$ cat config.mk
export PLATFORM = sky130hd
export DESIGN_NAME = hlsm_start_driver
export DESIGN_NICKNAME = d
export VERILOG_FILES = /design/src/rtl/hlsm_drv_pkg.sv /design/src/rtl/hlsm_timeout_ctr.sv /design/src/rtl/hlsm_start_driver.sv
export SDC_FILE = /design/constraint.sdc
export NUM_CORES = 1
export LEC_CHECK = 0
export ABC_AREA = 1
export BUFFER_PORTS_ARGS = -buffer_cell sky130_fd_sc_hd__buf_4
export CAP_MARGIN = 20
export CORE_ASPECT_RATIO = 0.6
export CORE_UTILIZATION = 43
export DETAILED_ROUTE_END_ITERATION = 12
export MAX_ROUTING_LAYER = met4
export PLACE_DENSITY = 0.77
export SLEW_MARGIN = 25
export SYNTH_ARGS = -nofsm -noshare
export SYNTH_HDL_FRONTEND = slang
export SYNTH_SLANG_ARGS = --single-unit
$ cat constraint.sdc
create_clock -name Clk -period 1.53 [get_ports Clk]
set_clock_uncertainty 0.15 [all_clocks]
set_input_delay 0.153 -clock Clk [delete_from_list [all_inputs] [get_ports Clk]]
set_output_delay 0.153 -clock Clk [all_outputs]
set_load 0.03 [all_outputs]
$ cat src/rtl/hlsm_drv_pkg.sv
// hlsm_drv_pkg: shared state encoding, default widths and timer sizing for the HLSM start driver
package hlsm_drv_pkg;

    localparam int DATA_W_DEF = 32;

    localparam logic [1:0] ST_IDLE    = 2'd0;
    localparam logic [1:0] ST_WAIT    = 2'd1;
    localparam logic [1:0] ST_RESP    = 2'd2;
    localparam logic [1:0] ST_RECOVER = 2'd3;

    // Timer only ever counts 0..timeout-1, so clog2 bits are enough
    function automatic int TIMER_W(input int timeout);
        return (timeout < 2) ? 1 : $clog2(timeout);
    endfunction

endpackage

$ cat src/rtl/hlsm_timeout_ctr.sv
// hlsm_timeout_ctr: clearable cycle counter with a terminal-count pulse at TIMEOUT-1
module hlsm_timeout_ctr
    import hlsm_drv_pkg::*;
#(
    parameter int TIMEOUT = 64
) (
    input  logic clk,
    input  logic rst_n,
    input  logic clear,
    input  logic en,
    output logic tc
);

    localparam int W = TIMER_W(TIMEOUT);
    localparam logic [W-1:0] LAST = W'(TIMEOUT - 1);

    logic [W-1:0] cnt;

    assign tc = en && (cnt == LAST);

    // Count enabled cycles; hold at the terminal value so the count never wraps
    always_ff @(posedge clk or negedge rst_n) begin
        if (!rst_n)
            cnt <= '0;
        else if (clear)
            cnt <= '0;
        else if (en && !tc)
            cnt <= cnt + W'(1);
    end

endmodule

$ cat src/rtl/hlsm_start_driver.sv
// hlsm_start_driver: Start/Done initiator that feeds one HLSM and returns its results with a timeout watchdog
module hlsm_start_driver
    import hlsm_drv_pkg::*;
#(
    parameter int DATA_W  = DATA_W_DEF,
    parameter int TIMEOUT = 64,
    parameter int CNT_W   = 16
) (
    input  logic                     Clk,
    input  logic                     Rst,
    input  logic                     req_valid,
    output logic                     req_ready,
    input  logic signed [DATA_W-1:0] req_a,
    input  logic signed [DATA_W-1:0] req_b,
    input  logic signed [DATA_W-1:0] req_c,
    output logic                     Start,
    input  logic                     Done,
    output logic signed [DATA_W-1:0] hl_a,
    output logic signed [DATA_W-1:0] hl_b,
    output logic signed [DATA_W-1:0] hl_c,
    input  logic signed [DATA_W-1:0] hl_z,
    input  logic signed [DATA_W-1:0] hl_x,
    output logic                     rsp_valid,
    input  logic                     rsp_ready,
    output logic signed [DATA_W-1:0] rsp_z,
    output logic signed [DATA_W-1:0] rsp_x,
    output logic                     rsp_err,
    output logic                     busy,
    output logic [CNT_W-1:0]         txn_count
);

    logic [1:0] state;
    logic       accept;
    logic       rsp_hs;
    logic       done_ok;
    logic       tc;

    assign req_ready = (state == ST_IDLE);
    assign busy      = (state != ST_IDLE);
    assign accept    = req_valid && req_ready;
    assign rsp_hs    = (state == ST_RESP) && rsp_ready;
    // A Done seen while Start is still high belongs to a previous operation
    assign done_ok   = (state == ST_WAIT) && Done && !Start;

    hlsm_timeout_ctr #(.TIMEOUT(TIMEOUT)) u_timer (
        .clk   (Clk),
        .rst_n (Rst),
        .clear (accept || rsp_hs),
        .en    ((state == ST_WAIT) || (state == ST_RECOVER)),
        .tc    (tc)
    );

    // Handshake FSM with operand, result and transaction-count registers
    always_ff @(posedge Clk or negedge Rst) begin
        if (!Rst) begin
            state     <= ST_IDLE;
            Start     <= 1'b0;
            hl_a      <= '0;
            hl_b      <= '0;
            hl_c      <= '0;
            rsp_valid <= 1'b0;
            rsp_z     <= '0;
            rsp_x     <= '0;
            rsp_err   <= 1'b0;
            txn_count <= '0;
        end else begin
            Start <= accept;
            case (state)
                ST_IDLE: begin
                    if (accept) begin
                        hl_a  <= req_a;
                        hl_b  <= req_b;
                        hl_c  <= req_c;
                        state <= ST_WAIT;
                    end
                end
                ST_WAIT: begin
                    if (done_ok) begin
                        rsp_z     <= hl_z;
                        rsp_x     <= hl_x;
                        rsp_err   <= 1'b0;
                        rsp_valid <= 1'b1;
                        state     <= ST_RESP;
                    end else if (tc) begin
                        rsp_z     <= '0;
                        rsp_x     <= '0;
                        rsp_err   <= 1'b1;
                        rsp_valid <= 1'b1;
                        state     <= ST_RESP;
                    end
                end
                ST_RESP: begin
                    if (rsp_ready) begin
                        rsp_valid <= 1'b0;
                        txn_count <= (&txn_count) ? txn_count : txn_count + CNT_W'(1);
                        state     <= rsp_err ? ST_RECOVER : ST_IDLE;
                    end
                end
                default: begin
                    if (Done || tc)
                        state <= ST_IDLE;
                end
            endcase
        end
    end

endmodule

Yosys cells after proc, flatten, opt, wreduce, memory -nomap -nowiden
Cells that the tools add are included.
{"block": "classes", "n_addsub": 2, "eq_ne": 7, "n_mux": 17, "bitwise": 1, "n_reduce_logical": 23}
{"op": "2-to-1 mux 32 bit", "count": 3}
{"op": "adder 16 x 1 -> 16 bit, second input constant", "count": 1}
{"op": "AND reduction 16 bit", "count": 1}
{"op": "2-to-1 mux 2 bit", "count": 6}
{"op": "2-to-1 mux 6 bit", "count": 2}
{"op": "nonzero test 2 bit", "count": 4}
{"op": "adder 6 x 1 -> 6 bit, second input constant", "count": 1}
{"op": "equality test 6 bit, second input constant", "count": 1}
{"op": "logical AND 1 bit", "count": 6}
{"op": "case mux 2 bit (3 select lines)", "count": 1}
{"op": "AND reduction 3 bit", "count": 2}
{"op": "equality test 2 bit, second input constant", "count": 2}
{"op": "2-to-1 mux 1 bit", "count": 4}
{"op": "AND reduction 2 bit", "count": 2}
{"op": "AND reduction 4 bit", "count": 1}
{"op": "nonzero test 4 bit", "count": 1}
{"op": "logical OR 1 bit", "count": 3}
{"op": "inequality test 3 bit, second input constant", "count": 1}
{"op": "equality test 2 x 1 -> 1 bit, second input constant", "count": 1}
{"op": "logical NOT 1 bit", "count": 2}
{"op": "logical NOT 2 bit", "count": 1}
{"op": "inequality test 2 x 1 -> 1 bit, second input constant", "count": 1}
{"op": "inequality test 2 bit, second input constant", "count": 1}
{"op": "case mux 1 bit (2 select lines)", "count": 1}
{"op": "inverter 1 bit", "count": 1}
{"block": "word_totals", "reg_bits": 187, "in_bits": 165, "output_inout_bits": 181, "wordCells": 61}

Depth between registers and ports, before layout
Gate-level depths: netlist (run 1).
{"block": "depth", "depth_word": 7, "depth_mapped": 10, "depth_no_buf": 9}

Modules after synthesis
A second synthesis (run 1) with hierarchy kept.
{"block": "unflattened", "cells_unflattened": 916, "area_unflattened_um2": 7741.2}
{"mod": "hlsm_start_driver", "n_inst": 1, "cells_per_inst": 862, "area_each_um2": 7337.0, "seq_area_each_um2": 4529.3}
{"mod": "hlsm_timeout_ctr", "n_inst": 1, "cells_per_inst": 54, "area_each_um2": 404.1, "seq_area_each_um2": 150.1}

Worst setup path before layout (run 1)
OpenSTA, ideal clock, no wires.
{"block": "synth_timing", "path_kind": "register to register", "start": "reg txn_count[0]", "end": "reg txn_count[12]", "setup_ps": 117, "arrival_time_ps": 1624, "required_time_ps": 1263, "slack_ps": -361, "stages_incl_launch_ff": 10, "path_buffers": 1, "synth_period_minus_slack_ps": 1891, "path_cell_list": "dfrtp_1 -> ha_1 -> nand3_2 -> inv_1 -> nand2_1 -> nor2_4 -> nor2_8 -> buf_6 -> nand2_1 -> nand2_1"}
{"block": "synth_via", "elab_chain_cells": 3, "word_cells_on_any_way": 4, "cone_classes": "add/sub: 1; bitwise: 1; reduce/logical: 2"}
{"element": "start: declaration", "line": "hlsm_start_driver.sv:29", "source": "output logic [CNT_W-1:0] txn_count"}
{"element": "start signal: assignment", "line": "hlsm_start_driver.sv:95", "source": "txn_count <= (&txn_count) ? txn_count : txn_count + CNT_W'(1);"}
{"element": "parallel branches: the longest is 3 deep, another holds adder 16 x 1 -> 16 bit"}
Parallel ways; which one is timed is not known.
A chain may end at the register's enable or synchronous reset.

Worst setup path in the final report (run 1)
{"block": "layout_timing", "start": "reg u_timer.cnt[1]", "end": "reg rsp_x[14]"}
{"block": "layout_via", "elab_chain_cells": 4}
{"element": "start: declaration", "line": "hlsm_timeout_ctr.sv:17", "source": "logic [W-1:0] cnt;"}
{"element": "start signal: assignment", "line": "hlsm_timeout_ctr.sv:28", "source": "cnt <= cnt + W'(1);"}
{"element": "equality test 6 bit", "line": "hlsm_timeout_ctr.sv:19", "source": "assign tc = en && (cnt == LAST);"}
{"element": "logical AND 1 bit", "line": "hlsm_timeout_ctr.sv:19"}
{"element": "nonzero test 2 bit (no source line)"}
{"element": "AND reduction 2 bit (no source line)"}
{"element": "end signal: assignment", "line": "hlsm_start_driver.sv:80", "source": "rsp_x <= hl_x;"}
{"element": "end: declaration", "line": "hlsm_start_driver.sv:26", "source": "output logic signed [DATA_W-1:0] rsp_x,"}
No other way between the ends.

==> results of run 1 <==
[logic make-up (layout without fill, tap and decap cells)]
| kind of cell | after synthesis | in the layout | synth area share, % |
|---|---|---|---|
| xor+xnor | 5 | 5 | 0.570 |
| compound gates | 24 | 25 | 1.79 |
| flops | 187 | 187 | 60.9 |
| simple gates | 624 | 625 | 31.8 |
| buf+inv | 67 | 646 | 4.66 |
| fa+ha+maj | 2 | 2 | 0.325 |
[what timing repair did]
item / CTS / global route
gates resized for setup: 38 / 108
setup endpoints to repair: 154 / 160
setup buffers: 10 / 1
endpoints found under the hold margin: 347 / 0
pin swaps: 12 / 20
cloned: 3 / 11
hold buffers: 161 / 0
[power by group]
group	switching [mW]	internal [mW]	leakage (nW)
clock network	2.10	2.59	0.309
logic	9.50	5.96	4.82
registers	1.66	7.23	2.25
[area by class of cell]
type / instances / area share (%)
Timing Repair Buffer: 584 / 37.3
Sequential cell: 187 / 33.4
Multi-Input combinational cell: 657 / 21.8
Clock buffer: 19 / 3.22
Tap cell: 234 / 2.08
Clock inverter: 13 / 1.22
Inverter: 30 / 0.944
[critical path, stage by stage, from the launching register on]
cell and delay (ns):
dfrtp_1 0.40, ha_4 0.17, nand3_4 0.09, nor2_4 0.11, nand2_2 0.08, nand2_4 0.12, nand2_8 0.11, buf_16 0.18
nand2_1 0.08, nand2_1 0.08
[cells in the mapped netlist (4+ instances only)]
cell,count
nand3_1,14
inv_1,27
clkbuf_1,5
buf_6,7
o21ai_0,12
buf_2,16
dfrtp_1,187
nor2_1,24
o21ai_2,4
buf_4,9
nand2_1,570
a21oi_1,4
nand4_1,6
[cells in the final DEF (no fill, tap or decap), types with 5 or more instances in the layout]
master and count:
inv_1 22, nand4_1 6, clkbuf_16 26, nor2_1 14, o21ai_2 7, dlygate4sd3_1 161, dfrtp_1 175, buf_16 5
buf_12 11, nand2_1 502, nand3_1 12, nand2_2 52, inv_8 6, nor2_2 8, buf_4 387, nor2_4 7
buf_6 8, nand2_4 17, dfrtp_2 12, o21ai_1 8
[layer usage]
metal	up-vias	GRT usage [%]	routed length, um
met5	-	-	0
met1	4076	34.8	11200
met2	390	51.9	15300
met4	0	11.6	855
li1	3905	-	-
met3	74	7.47	2100
[state kept, by name, summed over array words and instances (netlist names), 2 cells and up]
signal	cells
rsp_x	32
state	2
hl_b	32
txn_count	16
u_timer.cnt	6
hl_c	32
hl_a	32
rsp_z	32
[stage by stage]
step / util, % / TNS (ns)
detailed placement: 63.2 / -12.63
finish: 81.1 / -5.31
CTS: 77.8 / -5.12
global route: 81.1 / -10.58
global placement: 63.2 / -7.83
floorplan: - / -3.45
[final timing paths]
path,startpoint,endpoint,slack [ns],depth (start not counted)
min in group asynchronous,Rst,txn_count[6],0.11,2
hold / removal,rsp_ready,rsp_valid,0.07,5
hold reg to reg,rsp_z[25],rsp_z[25],0.33,2
setup reg to reg,u_timer.cnt[1],rsp_x[14],-0.16,9
max in group asynchronous,Rst,rsp_z[23],0.55,3
setup / recovery,u_timer.cnt[1],rsp_x[14],-0.16,9
==> reports/qor.csv, run 1 <==
stage;metric;value;unit
sta;maxSlewHeadroom;75.2;%
logic_synthesis;yosys_warnings;0;
logic_synthesis;syn_nets;1076;
sta;finalSetupViolCount;71;
logic_synthesis;synth_edf_count;0;
logic_synthesis;yosys.area.top_type;dfrtp_1;
floorplan;dieHeight;106;um
floorplan;dieArea;18400;um2
flow_run;maxCapViolCount;0;
cts;clk_latency;0.41;ns
cells_and_area;antennaDiodeCount;0;
drt;drc;0;
cells_and_area;nets;1644;
global_routing;antenna_found_initial;0;
sta;tightest_slew;0.372;ns
logic_synthesis;synth_area_leaders;dfrtp_1, nand2_1, inv_1;
worst_setup_path;critical_path_required;1.66;ns
cts;cts_max_level;4;
sta;finalHoldViolations;0;
drt;routed_wl;29400;um
sta;setup_slack;-0.161;ns
cts;clockBufferDepth;2;
sta;period_share;111;%
logic_synthesis;syn_inst;909;
global_routing;grt.overflow.total;0;
global_routing;grt_max_degree;65;
drt;wire_per_inst;17.1;um
place;dp.cells;1506;
cells_and_area;syn_to_final_growth;82.7;%
floorplan;core.rowCount;37;
power_and_ir_drop;power.total;29.0;mW
cells_and_area;fin_cells;1724;
cells_and_area;layout-drive-gt1-share;38.8;%
logic_synthesis;syn_area;7690;um2
cts;clk_pin_slew_worst_paths;0.07;ns
place;placedInstanceArea;10900;um2
status;failed_checks;negative setup slack;
worst_setup_path;cp_data_arrival_time;1.82;ns
logic_synthesis;synth-seq-cells;187;
floorplan;io_pins;346;
sta;post-route-min-period;1.69;ns
place;place_congestion;0.864;
worst_setup_path;crit_type;reg -> reg;
logic_synthesis;async_flop_share;100;%
sta;holdWs;0.0750;ns
logic_synthesis;synth.avg_cell_area;8.46;um2
logic_synthesis;yosys.cell_types.count;25;
cts;cts_buffers;17;
sta;fmax;0.591;GHz
power_and_ir_drop;p_leak;7.38;nW
cells_and_area;seq_area;4690;um2
worst_hold_path;hold_class;in -> reg;
drt;drt_iter0_drc;577;
logic_synthesis;synth.top_cell.area_share;60.9;%
drt;vias_per_cell;4.90;
cts;cts_tree;yes;
cells_and_area;fill_cells;992;
drt;vias;8445;
floorplan;fp.dieW;175;um
worst_setup_path;cp-start-kind;flip-flop;
drt;drtPass1Iterations;7;
power_and_ir_drop;vdd_drop_max;1.51;mV
drt;ant_nets;0;
worst_setup_path;crit_path_end_kind;flip-flop;
cts;root_buffer;clkbuf_16;
logic_synthesis;ys_seq_area_share;60.9;%
global_routing;grt_pass1_vias;8601;
sta;rsz0062_at_grt;true;
place;pre_cts_ws;-0.161;ns
cells_and_area;design_area;14000;um2
worst_setup_path;worstPathMaxFanout;14;
global_routing;grt_usage;30.4;%
status;status;complete, but fails checks;
logic_synthesis;synthFlopType;dfrtp_1;
floorplan;coreArea;17300;um2
place;io_buffer_count;345;
power_and_ir_drop;power_density;2070;nW/um2
floorplan;initial_core_util;44.4;%
sta;drv_slew;0;
global_routing;grt_pass1_wl;42800;um
cells_and_area;multi_input_comb_area;3070;um2
place;hpwlAfterDp;16000;um
cts;cts_sinks;187;
No activity file was read; power rests on OpenSTA's default activity.
==> run 2, diff against run 1 <==
- CELL_PAD_IN_SITES_DETAIL_PLACEMENT: unset -> 1
- CELL_PAD_IN_SITES_GLOBAL_PLACEMENT: unset -> 1
- CORE_UTILIZATION: 43 -> 30
- PLACE_DENSITY: 0.77 -> unset
- PLACE_DENSITY_LB_ADDON: unset -> 0.1
==> run 2 against run 1 <==
Against the previous run:
- the run still ends with negative setup slack left
- sequential share of layout area shrank 3.8 points
- setup slack lost 0.0040 ns
- global-route usage shrank 4.9 points
- final cell count grew 7.9%
- die area grew 43%
- non-clock buffer count grew 44
- maximum frequency shrank 0.23%
- sequential cell count is the same
- routed wire length grew 38%
- hold slack gained 0.0035 ns
- largest power group unchanged
==> reports/qor.csv, run 2 (synthesis gave the netlist of run 1 again) <==
stage;metric;value;unit;change
sta;tns;-17.07;ns;-11.77 ns
cts;root_buffer;clkbuf_16;;
drt;vias;8892;;+5.3%
cts;cts_tree;yes;;
drt;ant_nets;0;;unchanged
worst_setup_path;critPathBufInv;3;;+2
worst_setup_path;cp_slowest_cell;dfrtp_2;;
floorplan;core.rowCount;44;;+19%
floorplan;initial_core_util;31.2;%;-13 points
global_routing;grt.overflow.total;0;;unchanged
worst_hold_path;hold_class;in -> async;;
cells_and_area;finish.utilization;64.2;%;-17 points
cts;clockBufferDepth;2;;unchanged
power_and_ir_drop;p_leak;8.14;nW;+10%
cells_and_area;final_common_cell;buf_4;;
floorplan;coreArea;24700;um2;+42%
drt;routed_wl;40700;um;+38%
power_and_ir_drop;vdd_drop_max;1.03;mV;-32%
sta;setup_slack;-0.165;ns;-0.00398 ns
worst_setup_path;crit_top_cell;buf_6;;
sta;period_share;111;%;+0.26 points
sta;finalHoldViolations;0;;unchanged
floorplan;dieArea;26300;um2;+43%
cells_and_area;fin_cells;1861;;+7.9%
power_and_ir_drop;power_density;2100;nW/um2;+1.4%
place;place_congestion;0.790;;-8.6%
cts;clk_latency;0.44;ns;+0.03 ns
sta;post-route-min-period;1.69;ns;+0.00398 ns
sta;maxSlewHeadroom;70.9;%;-4.3 points
sta;finalSetupViolCount;187;;+160%
sta;drv_slew;0;;unchanged
floorplan;io_pins;346;;unchanged
drt;drc;0;;unchanged
status;failed_checks;negative setup slack;;
drt;wire_per_inst;21.9;um;+28%
worst_setup_path;worstPathMaxFanout;5;;-9
floorplan;dieHeight;126;um;+19%
worst_setup_path;cp_data_arrival_time;1.39;ns;-0.43 ns
global_routing;grt_usage;25.5;%;-4.9 points
cells_and_area;fill_cells;2662;;+170%
cells_and_area;layout-drive-gt1-share;53.9;%;+15 points
global_routing;grt_pass1_wl;49800;um;+16%
place;dp.cells;1600;;+6.2%
worst_setup_path;path_delay_family;flip-flops;;
flow_run;maxCapViolCount;0;;unchanged
status;status;complete, but fails checks;;
cts;cts_max_level;4;;unchanged
worst_setup_path;critical_path_required;1.23;ns;-0.43 ns
place;placedInstanceArea;11100;um2;+1.5%
global_routing;grt_pass1_vias;9034;;+5.0%
worst_setup_path;crit_type;reg -> out;;
cts;cts_buffers;17;;unchanged
cells_and_area;design_area;15800;um2;+13%
sta;fmax;0.590;GHz;-0.23%
place;io_buffer_count;345;;unchanged
drt;vias_per_cell;4.78;;-2.5%
global_routing;antenna_found_initial;2;;+2
cts;cts_sinks;187;;unchanged
global_routing;grt_max_degree;68;;+4.6%
worst_setup_path;cp-start-kind;flip-flop;;
place;hpwlAfterDp;20000;um;+25%
floorplan;fp.dieW;209;um;+19%
drt;drtPass1Iterations;5;;-2
worst_setup_path;crit_path_end_kind;output pin;;
cells_and_area;layout_common_cells;buf_4, nand2_1, nand2_2;;
sta;rsz0062_at_grt;true;;
sta;tightest_slew;0.437;ns;+0.0647 ns
cells_and_area;nets;1691;;+2.9%
cells_and_area;syn_to_final_growth;106;%;
worst_setup_path;path_cells;nor2_4 > buf_6 > inv_4 > buf_6;;
worst_setup_path;worst_path_largest_cell_delay;0.47;ns;+0.07 ns
drt;drt_iter0_drc;371;;-36%
cts;clk_pin_slew_worst_paths;0.07;ns;about the same
run 2: changes by cell type in the layout (fill, tap and decap cells not counted), moves of 3 or more:
cell       delta
buf_6        +15
clkbuf_1      +7
buf_4         +5
nand2_2     +131
buf_12        +8
nand2_1     -210
nand2_4      +79
clkbuf_16    +11
inv_8         -6
clkinv_4      -3
run 2: final timing paths:
check                                     from   endpoint  slack [ns]  cells past startpoint
worst max-delay path                  state[0]       busy       -0.16                      4
worst min-delay path                       Rst  rsp_x[17]        0.08                      2
worst max register to register  u_timer.cnt[0]  rsp_z[13]       -0.15                      9
worst min register to register       rsp_z[16]  rsp_z[16]        0.33                      2
max in group asynchronous                  Rst    hl_c[3]        0.56                      3
min in group Clk                          Done   state[1]        0.09                      7
run 2: final cells by class:
type | instances | area (um2) | share of cell area (%)
sequential | 187 | 4690 | 29.6
timing repair buffer | 628 | 5950 | 37.6
tap | 322 | 403 | 2.54
antenna | 2 | 5.00 | 0.0316
clock inverter | 6 | 111 | 0.703
timing repair inverter | 2 | 32.5 | 0.205
inverter | 30 | 149 | 0.940
clock buffer | 26 | 479 | 3.03
multi-input combinational | 658 | 4010 | 25.3
run 2: power breakdown:
group | internal [mW] | total (mW) | switching, mW
combinational | 7.75 | 19.1 | 11.3
sequential | 7.24 | 9.44 | 2.20
clock | 2.67 | 4.68 | 2.02
total | 17.7 | 33.2 | 15.5
run 2: metal layers:
layer,up-vias,GRT usage [%],routed length [um]
met3,75,6.61,2130
li1,4007,-,-
met2,308,43.0,20800
met5,-,-,0
met1,4502,29.6,16700
met4,0,8.61,1100
run 2: through the flow:
stage / hold slack, ns / power (mW) / setup WS [ns]
2_1_floorplan: -0.293 / 16.4 / -0.0725
3_3_place_gp: -0.0266 / 22.1 / -0.0509
3_5_place_dp: -0.0197 / 22.4 / -0.165
4_1_cts: 0.0701 / 28.0 / -0.0834
5_1_grt: 0.0837 / 34.5 / -0.234
6_report: 0.0784 / 33.2 / -0.165
run 2: what timing repair did:
item / 4_1_cts / 5_1_grt
endpoints found under the hold margin: 349 / 0
setup buffers: 9 / 14
gates resized for setup: 59 / 410
pin swaps: 9 / 82
gates cloned: 3 / 38
endpoints found under the setup margin: 128 / 191
hold buffers: 163 / 0
==> run 3, diff against run 2 <==
- SYNTH_HIERARCHICAL: unset -> 1
==> run 3 against run 2 <==
Against the previous run:
- largest power group unchanged
- combinational power rose by 4%
- maximum frequency fell by 3.7%
- hold slack got worse by 0.029 ns
- synthesized area rose by 0.70%
- highest routed layer unchanged
- critical path depth rose by 5
- the flow still finishes with violations (negative setup slack)
==> reports/qor.csv, run 3 <==
stage;metric;value;unit;change
status;status;complete, but fails checks;;
status;failed_checks;negative setup slack;;
worst_setup_path;worstPathMaxFanout;7;;+2
cells_and_area;fill_cells;2694;;+1.2%
floorplan;io_pins;346;;unchanged
floorplan;coreArea;25300;um2;+2.7%
logic_synthesis;syn_area;7740;um2;+0.70%
logic_synthesis;post-synth-top-count-cell;nand2_1;;
cells_and_area;antennaDiodeCount;0;;-2
drt;wire_per_inst;22.0;um;+0.69%
worst_setup_path;cp-startpoint;state[1];;
logic_synthesis;synth_area_leaders;dfrtp_1, nand2_1, nand3_1;;
cells_and_area;layout-drive-gt1-share;51.8;%;-2.0 points
worst_setup_path;crit_path_end;hl_c[7];;
global_routing;antenna_found_initial;0;;-2
drt;drt_iter0_drc;534;;+44%
worst_setup_path;cp_slowest_cell;dfrtp_2;;
global_routing;grt.overflow.total;0;;unchanged
cts;cts_buffers;17;;unchanged
sta;rsz0062_at_grt;true;;
sta;finalSetupViolCount;189;;+1.1%
worst_setup_path;crit_type;reg -> reg;;
sta;tightest_slew;0.417;ns;-0.0194 ns
worst_setup_path;reg2regPathDepth;9;;unchanged
place;io_buffer_count;345;;unchanged
worst_setup_path;worstReg2RegStart;state[1];;
drt;vias;9061;;+1.9%
power_and_ir_drop;vdd_drop_max;1.24;mV;+21%
place;hpwlAfterDp;20100;um;+0.47%
worst_setup_path;path_cells;nor2_4 > inv_4 > nor2_4 > buf_12 > clkinv_16 > buf_12 > clkbuf_16 > nand2_2 > nand2_1;;
drt;ant_nets;0;;unchanged
worst_setup_path;crit_path_end_kind;flip-flop;;
sta;setup_slack;-0.231;ns;-0.0658 ns
cts;root_buffer;clkbuf_16;;
sta;finalHoldViolations;0;;unchanged
logic_synthesis;yosys.cell_types.count;29;;+16%
cells_and_area;nets;1699;;+0.47%
worst_setup_path;critical_path_required;1.72;ns;+0.49 ns
flow_run;maxCapViolCount;0;;unchanged
cts;cts_tree;yes;;
logic_synthesis;synth.top_cell.area_share;60.4;%;-0.42 points
worst_setup_path;rrSetupSlack;-0.23;ns;-0.08 ns
logic_synthesis;ys_seq_area_share;60.4;%;-0.42 points
floorplan;core.rowCount;45;;+2.3%
floorplan;initial_core_util;30.6;%;-0.62 points
logic_synthesis;syn_nets;1083;;+0.65%
drt;routed_wl;41300;um;+1.4%
floorplan;dieArea;26500;um2;+0.69%
sta;period_share;115;%;+4.3 points
logic_synthesis;syn_inst;916;;+0.77%
sta;maxSlewHeadroom;72.2;%;+1.3 points
cells_and_area;layout_common_cells;buf_4, nand2_1, dfrtp_1;;
cts;clockBufferDepth;2;;unchanged
logic_synthesis;synth_edf_count;0;;unchanged
cts;cts_max_level;4;;unchanged
logic_synthesis;async_flop_share;100;%;unchanged
cts;clk_pin_slew_worst_paths;0.08;ns;about the same
worst_setup_path;r2r-end;hl_c[7];;
cts;cts_sinks;187;;unchanged
sta;tns;-28.78;ns;-11.71 ns
drt;vias_per_cell;4.84;;+1.2%
cells_and_area;final_common_cell;buf_4;;
drt;drtPass1Iterations;5;;unchanged
worst_hold_path;hold_class;in -> async;;
sta;post-route-min-period;1.76;ns;+0.0658 ns
logic_synthesis;synth-seq-cells;187;;unchanged
power_and_ir_drop;power.total;34.0;mW;+2.3%
logic_synthesis;synthFlopType;dfrtp_1;;
global_routing;grt_pass1_wl;56600;um;+14%
global_routing;grt_usage;29.2;%;+3.7 points
place;dp.cells;1613;;+0.81%
logic_synthesis;synthTopCellsByCount;nand2_1, dfrtp_1, nand3_1, inv_1, nor2_1;;
cts;clk_latency;0.45;ns;about the same
power_and_ir_drop;power_density;2110;nW/um2;+0.48%
power_and_ir_drop;p_leak;8.38;nW;+3.0%
global_routing;grt_pass1_vias;9694;;+7.3%
cells_and_area;finish.utilization;63.6;%;-0.60 points
floorplan;dieHeight;126;um;+0.35%
sta;drv_slew;0;;unchanged
global_routing;grt_max_degree;65;;-4.4%
sta;fmax;0.568;GHz;-3.7%
logic_synthesis;yosys.area.top_type;dfrtp_1;;
worst_setup_path;cp-start-kind;flip-flop;;
floorplan;fp.dieW;209;um;+0.35%
worst_setup_path;worst_path_largest_cell_delay;0.45;ns;-0.02 ns
drt;drc;0;;unchanged
place;place_congestion;0.803;;+1.6%
cells_and_area;fin_cells;1874;;+0.70%
logic_synthesis;synth.avg_cell_area;8.45;um2;about the same
logic_synthesis;yosys_warnings;6;;+6
cells_and_area;syn_to_final_growth;108;%;
worst_setup_path;cp_data_arrival_time;1.95;ns;+0.56 ns
## run 3: cell count changes after synthesis, moves of 3 or more
cell / delta
a21oi_1: -3
buf_1: +3
buf_2: +5
buf_4: -4
buf_6: -7
clkbuf_1: +10
inv_2: +3
nand2_1: -73
nand3_1: +67
o21ai_2: -4
xnor2_1: -3
xor2_1: +6
## run 3: cell families after synthesis
kind of cell	share of synthesized area (%)
AND/OR/NAND/NOR	32.9
buffers and inverters	4.38
flip-flops	60.4
adder cells (fa/ha/maj)	0.323
XOR/XNOR	0.905
AO/OA/AOI/OAI	1.08
## run 3: critical path, delay by kind of cell (launching register included)
family	cells	cell delay (ns)
flip-flops	1	0.45
buffers and inverters	5	0.61
AND/OR/NAND/NOR	4	0.43
## run 3: area by class of cell
class                           count  area [um2]  area share, %
Timing Repair inverter              1        30.0          0.186
Inverter                           34         184           1.14
Timing Repair Buffer              640        6270           38.9
Sequential cell                   187        4690           29.1
Clock buffer                       18         439           2.72
Clock inverter                     14         189           1.17
Multi-Input combinational cell    651        3910           24.3
Tap cell                          329         412           2.55
## run 3: how the worst min path moves through the flow
stage,startpoint,cells past startpoint,to,slack (ns)
finish,Rst,2,rsp_z[6],0.05
global route,Rst,2,rsp_z[6],0.05
CTS,Rst,2,rsp_z[6],0.04
detailed placement,Rst,1,rsp_z[6],-0.03
global placement,Rst,1,rsp_z[6],-0.03
floorplan,Rst,0,Start,-0.29
## run 3: routing by layer
layer	track usage, %	up-vias	share of wire (%)
li1	-	4081	-
met1	36.9	4580	41
met2	46.3	310	49
met3	6.78	90	6.2
met4	9.39	0	3.1
met5	-	-	0
## run 3: stage by stage
stage / instance area, um2 / setup slack [ns] / hold WS (ns)
final: 16100 / -0.231 / 0.0490
after global routing: 16100 / -0.315 / 0.0545
after CTS: 15300 / -0.205 / 0.0437
after detailed placement: 11300 / -0.183 / -0.0336
after global placement: 11300 / -0.167 / -0.0348
after floorplan: 7890 / -0.237 / -0.293
## run 3: where the power goes
part           internal, mW  switching, mW  total (mW)
Clock                  2.79           2.19        4.98
Sequential             7.13           1.98        9.11
Combinational          8.27           11.6        19.9
Total                  18.2           15.8        34.0
## run 3: what timing repair did
item | 4_1_cts | 5_1_grt
gates resized for setup | 228 | 245
endpoints found under the setup margin | 188 | 191
pin swaps | 59 | 58
hold buffers | 164 | 0
setup buffers | 33 | 11
hold endpoints to repair | 348 | 0
cloned | 29 | 3
